`config.mk`:
```
export PLATFORM = sky130hd
export DESIGN_NAME = proc_host_seq
export DESIGN_NICKNAME = d
export VERILOG_FILES = /design/src/rtl/proc_pkg.sv /design/src/rtl/proc_inst_check.sv /design/src/rtl/proc_host_seq.sv
export SDC_FILE = /design/constraint.sdc
export NUM_CORES = 1
export LEC_CHECK = 0
export CORE_MARGIN = 4
export CORE_UTILIZATION = 38
export DETAILED_ROUTE_END_ITERATION = 10
export PLACE_DENSITY = 0.76
export RECOVER_POWER = 50
export SYNTH_ARGS = -nofsm -noshare
export SYNTH_HDL_FRONTEND = slang
export SYNTH_HIERARCHICAL = 1
export SYNTH_SLANG_ARGS = --single-unit
```
`constraint.sdc`:
```
create_clock -name clk -period 1.8 [get_ports clk]
set_input_delay 0.36 -clock clk [delete_from_list [all_inputs] [get_ports clk]]
set_output_delay 0.36 -clock clk [all_outputs]
set_load 0.03 [all_outputs]
```
`src/rtl/proc_pkg.sv`:
```
// Shared constants for the 2x2 matrix processor host sequencer.
// Opcode encodings, word field positions, host states and error words.
package proc_pkg;

  localparam int OPC_HI = 60;
  localparam int OPC_LO = 56;
  localparam int EW     = 7;

  localparam int A0 = 0;
  localparam int A1 = 7;
  localparam int A2 = 14;
  localparam int A3 = 21;
  localparam int B0 = 28;
  localparam int B1 = 35;
  localparam int B2 = 42;
  localparam int B3 = 49;

  typedef logic [OPC_HI-OPC_LO:0] opc_t;

  localparam opc_t OPC_ADD  = 5'b00001;
  localparam opc_t OPC_SUB  = 5'b00010;
  localparam opc_t OPC_MUL  = 5'b00100;
  localparam opc_t OPC_TRAN = 5'b01000;
  localparam opc_t OPC_DET  = 5'b10000;

  typedef enum logic [2:0] {
    S_IDLE,
    S_FETCH,
    S_LATCH,
    S_ISSUE,
    S_WAIT,
    S_WRITE,
    S_FIN
  } hstate_t;

  localparam logic [31:0] ERR_INST = 32'hE000_0000;
  localparam logic [31:0] ERR_TMO  = 32'hF000_0000;

endpackage

```
`src/rtl/proc_inst_check.sv`:
```
// Opcode screen: only the five one-hot encodings reach the processor.
// Anything else would be silently dropped by it, so it is flagged here.
module proc_inst_check
  import proc_pkg::*;
(
  input  opc_t opc,
  output logic valid
);

  always_comb begin
    valid = 1'b0;
    unique case (1'b1)
      (opc == OPC_ADD):  valid = 1'b1;
      (opc == OPC_SUB):  valid = 1'b1;
      (opc == OPC_MUL):  valid = 1'b1;
      (opc == OPC_TRAN): valid = 1'b1;
      (opc == OPC_DET):  valid = 1'b1;
      default:           valid = 1'b0;
    endcase
  end

endmodule

```
`src/rtl/proc_host_seq.sv`:
```
// Host sequencer: fetch, screen, issue, await done, write back.
// Control outputs decode straight from state; data lives in registers.
module proc_host_seq
  import proc_pkg::*;
#(
  parameter int ADDR_W  = 6,
  parameter int TIMEOUT = 16,
  parameter int CNT_W   = 8
) (
  input  logic              clk,
  input  logic              rst_n,
  input  logic              start,
  input  logic [ADDR_W:0]   n_inst,
  output logic              busy,
  output logic              finish,
  output logic [CNT_W-1:0]  err_cnt,
  output logic [ADDR_W-1:0] imem_addr,
  input  logic [63:0]       imem_rdata,
  output logic              rmem_we,
  output logic [ADDR_W-1:0] rmem_addr,
  output logic [31:0]       rmem_wdata,
  output logic              inst_valid,
  output logic [63:0]       p_rdata,
  input  logic [31:0]       p_wdata,
  input  logic              done
);

  localparam int TW = $clog2(TIMEOUT + 1);
  localparam logic [ADDR_W:0] NMAX = {1'b1, {ADDR_W{1'b0}}};

  hstate_t           state;
  hstate_t           state_n;
  logic [ADDR_W-1:0] idx;
  logic [ADDR_W:0]   n_q;
  logic [TW-1:0]     tmo;
  logic [31:0]       result;
  logic              opc_ok;
  logic              last;
  logic              tmo_hit;

  proc_inst_check u_chk (
    .opc   (imem_rdata[OPC_HI:OPC_LO]),
    .valid (opc_ok)
  );

  assign last       = ({1'b0, idx} + 1'b1) == n_q;
  // WRITE lands TIMEOUT cycles after ISSUE
  assign tmo_hit    = tmo == TW'(TIMEOUT - 2);
  assign imem_addr  = idx;
  assign rmem_addr  = idx;
  assign rmem_wdata = result;

  always_ff @(posedge clk) begin
    if (!rst_n) state <= S_IDLE;
    else        state <= state_n;
  end

  always_comb begin
    state_n = state;
    unique case (state)
      S_IDLE:  if (start) state_n = (n_inst == '0) ? S_FIN : S_FETCH;
      S_FETCH: state_n = S_LATCH;
      S_LATCH: state_n = opc_ok ? S_ISSUE : S_WRITE;
      S_ISSUE: state_n = S_WAIT;
      S_WAIT:  if (done || tmo_hit) state_n = S_WRITE;
      S_WRITE: state_n = last ? S_FIN : S_FETCH;
      S_FIN:   state_n = S_IDLE;
      default: state_n = S_IDLE;
    endcase
  end

  always_comb begin
    busy       = state != S_IDLE;
    inst_valid = state == S_ISSUE;
    rmem_we    = state == S_WRITE;
    finish     = state == S_FIN;
  end

  always_ff @(posedge clk) begin
    if (!rst_n) begin
      idx     <= '0;
      n_q     <= '0;
      tmo     <= '0;
      result  <= '0;
      p_rdata <= '0;
      err_cnt <= '0;
    end else begin
      case (state)
        S_IDLE: begin
          if (start) begin
            n_q     <= (n_inst > NMAX) ? NMAX : n_inst;
            idx     <= '0;
            err_cnt <= '0;
          end
        end
        S_LATCH: begin
          p_rdata <= imem_rdata;
          if (!opc_ok) begin
            result  <= ERR_INST;
            err_cnt <= (&err_cnt) ? err_cnt : err_cnt + 1'b1;
          end
        end
        S_ISSUE: tmo <= '0;
        S_WAIT: begin
          if (done) begin
            result <= p_wdata;
          end else if (tmo_hit) begin
            result  <= ERR_TMO;
            err_cnt <= (&err_cnt) ? err_cnt : err_cnt + 1'b1;
          end else begin
            tmo <= tmo + 1'b1;
          end
        end
        S_WRITE: if (!last) idx <= idx + 1'b1;
        default: ;
      endcase
    end
  end

endmodule

```
==> impl_metrics.env, run 1 <==
export IMPL_grt_pass1_vias=5125
export IMPL_die_h_um=125
export IMPL_start_util_pct=39.0
export IMPL_rsz0062_at_grt="true"
export IMPL_critical_path_class="reg -> reg"
export IMPL_cp_slowest_cell="dfxtp_4"
export IMPL_diodes=0
export IMPL_numClockSinks=125
export IMPL_whs_ps=247
export IMPL_synthDistinctLibCells=59
export IMPL_utilization_pct=65.5
export IMPL_ant_nets=0
export IMPL_num_vias=5309
export IMPL_startpoint_type="register"
export IMPL_wl_per_cell_um=15.1
export IMPL_outcome="complete, but fails checks"
export IMPL_syn2layout_area_growth_pct=68.0
export IMPL_seq_area_frac_synth_pct=48.1
export IMPL_layout_commonest_cell="nand2_1"
export IMPL_hold_class="in -> reg"
export IMPL_first_pass_iters=4
export IMPL_tightest_slew_ps=420
export IMPL_hold_viol_final=0
export IMPL_crit_path_end_kind="register"
export IMPL_core_um2=13300
export IMPL_n_fill_cell=1173
export IMPL_fp_dieArea_um2=15600
export IMPL_overflow=0
export IMPL_cts_tree="done"
export IMPL_final_cell_mix="nand2_1 (154), dfxtp_1 (116), clkdlybuf4s50_1 (103)"
export IMPL_drv_cap=0
export IMPL_r2r_slack_ps=-2
export IMPL_violations="negative setup slack"
export IMPL_async_flop_share_pct=0
export IMPL_cts_clk_slew_worst_paths_ps=50
export IMPL_synth_edf_count=0
export IMPL_finalPower_mw=7.83
export IMPL_nets=988
export IMPL_syn_num_nets=741
export IMPL_drc=0
export IMPL_via_per_inst=4.98
export IMPL_max_freq_mhz=555
export IMPL_drive_gt1_share_pct=15.0
export IMPL_critPathRequiredTime_ps=2090
export IMPL_io_pins=227
export IMPL_relSlewSlack_pct=72.0
export IMPL_dpl_hpwl_mm=11.0
export IMPL_clk_latency_ps=410
export IMPL_cts_root_buf="clkbuf_16"
export IMPL_place_congestion=0.848
export IMPL_port_buffers=226
export IMPL_path_cells="ha_4 -> o21ba_4 -> a221oi_4 -> o211a_4 -> a2111oi_2 -> a311o_1"
export IMPL_min_period_over_period_pct=100
export IMPL_grt_pass1_wl_mm=25.2
export IMPL_setup_violations=1
export IMPL_multiInputGateArea_um2=2610
export IMPL_finalClockSkew_ps=5.93
export IMPL_tns_ps=-1.55
export IMPL_grt_max_degree=65
export IMPL_drtIter0Drc=313
export IMPL_clockBufferDepth=2
export IMPL_drv_slew=0
export IMPL_routed_wl_mm=16.1
export IMPL_grt_antenna_before_repair=0
export IMPL_ys_flop_type="dfxtp_1"
export IMPL_avgSynthCellArea_um2=8.26
export IMPL_slowest_delay_ps=350
export IMPL_netlist_area_um2=5210
export IMPL_cts_buffers=17
export IMPL_synth_warnings=6
export IMPL_setup_ws_ps=-1.55
export IMPL_period_minus_slack_ps=1800
export IMPL_path_max_fanout=5
export IMPL_hold_buffers=0
export IMPL_rows=42
export IMPL_die_w_um=125
export IMPL_p_per_area_nw_per_um2=896
export IMPL_track_usage_pct=19.6
export IMPL_area_sequential_um2=2530
export IMPL_htree_levels=4
export IMPL_ys_seq_elements=125
export IMPL_max_vdd_ir_drop_mv=0.509
export IMPL_leakagePower_nw=4.21
export IMPL_cp_arrival_ps=2090
export IMPL_netlist_instances=630
## through the flow
stage,cell area [µm²],setup WS (ps),instances
after detailed placement,7940,-690,1029
after global routing,8750,-63.5,1065
after CTS,8480,-12.9,1061
after global placement,7940,-671,1029
after floorplan,5240,-2.63,630
final,8750,-1.55,1065
## repair_timing
action	4_1_cts	5_1_grt
pin swaps	3	11
gates cloned	1	2
endpoints found under the setup margin	114	89
setup buffers	0	2
gates resized for setup	81	87
## cell type report
cell class                 instances  share of cell area (%)
timing repair buffer             276                    31.4
multi-input combinational        449                    29.9
sequential                       125                    28.9
clock buffer                      25                    5.67
tap                              176                    2.52
clock inverter                     6                    1.23
inverter                           8                   0.358
## Yosys cell counts (6+ instances only)
library cell	instances	area share [%]
nand2_1	155	11
dfxtp_1	125	48
a21oi_1	84	8.1
nor2_1	52	3.7
a22oi_1	28	4.0
clkbuf_1	27	1.9
o21ai_0	11	1.1
nand3_1	9	0.87
nor3b_1	9	1.3
buf_4	8	1.2
inv_1	7	0.50
mux2i_1	7	1.3
xor2_1	7	1.2
buf_1	6	0.43
buf_2	6	0.58
nand3b_1	6	0.87
nor2b_1	6	0.72
## cells by family after synthesis
| logic type | share of synthesized area [%] |
|---|---|
| buffers and inverters | 5.12 |
| multiplexers | 1.35 |
| flip-flops | 48.1 |
| adder cells (fa/ha/maj) | 0.961 |
| AND/OR/NAND/NOR | 22.8 |
| AO/OA/AOI/OAI | 19.9 |
| XOR/XNOR | 1.85 |
## report_power, final
part | leakage, nW | total (mW) | internal [mW] | switching, mW
combinational | 2.91 | 1.39 | 0.635 | 0.759
sequential | 1.02 | 2.98 | 2.89 | 0.0892
clock | 0.293 | 3.47 | 2.31 | 1.15
total | 4.21 | 7.83 | 5.83 | 2.00
## routing by layer
layer  track usage [%]  wire length (µm)
met1              22.9              6420
met2              32.0              7980
met3              7.38              1270
met4              8.67               410
met5                 0                 0
## worst paths after layout
path	from	endpoint	cells after the start
hold reg to reg	rmem_wdata[30]	rmem_wdata[30]	2
setup reg to reg	imem_addr[0]	imem_addr[5]	6
hold / removal	imem_rdata[56]	p_rdata[56]	3
setup / recovery	imem_addr[0]	imem_addr[5]	6
## worst max-delay path: cells and delay by family, from the launching register on
kind	cells	cell delay (ps)
compound gates	5	1150
fa+ha+maj	1	190
flops	1	350
## state kept, by name (all words and copies together), names as in the netlist
name and cells:
rmem_wdata 32, n_q 7, state 3, imem_addr 6, err_cnt 8, p_rdata 64, tmo 5
Note: power is estimated with default switching activity, not from simulation.
==> inputs of run 2 (changes only) <==
SLEW_MARGIN = 20   (was unset)
==> results of run 2 <==
No change in the layout: final DEF, timing and power equal those of run 1.
==> inputs of run 3 (changes only) <==
SLEW_MARGIN = 5   (was 20)
==> results of run 3 <==
No change in the layout: final DEF, timing and power equal those of run 1.
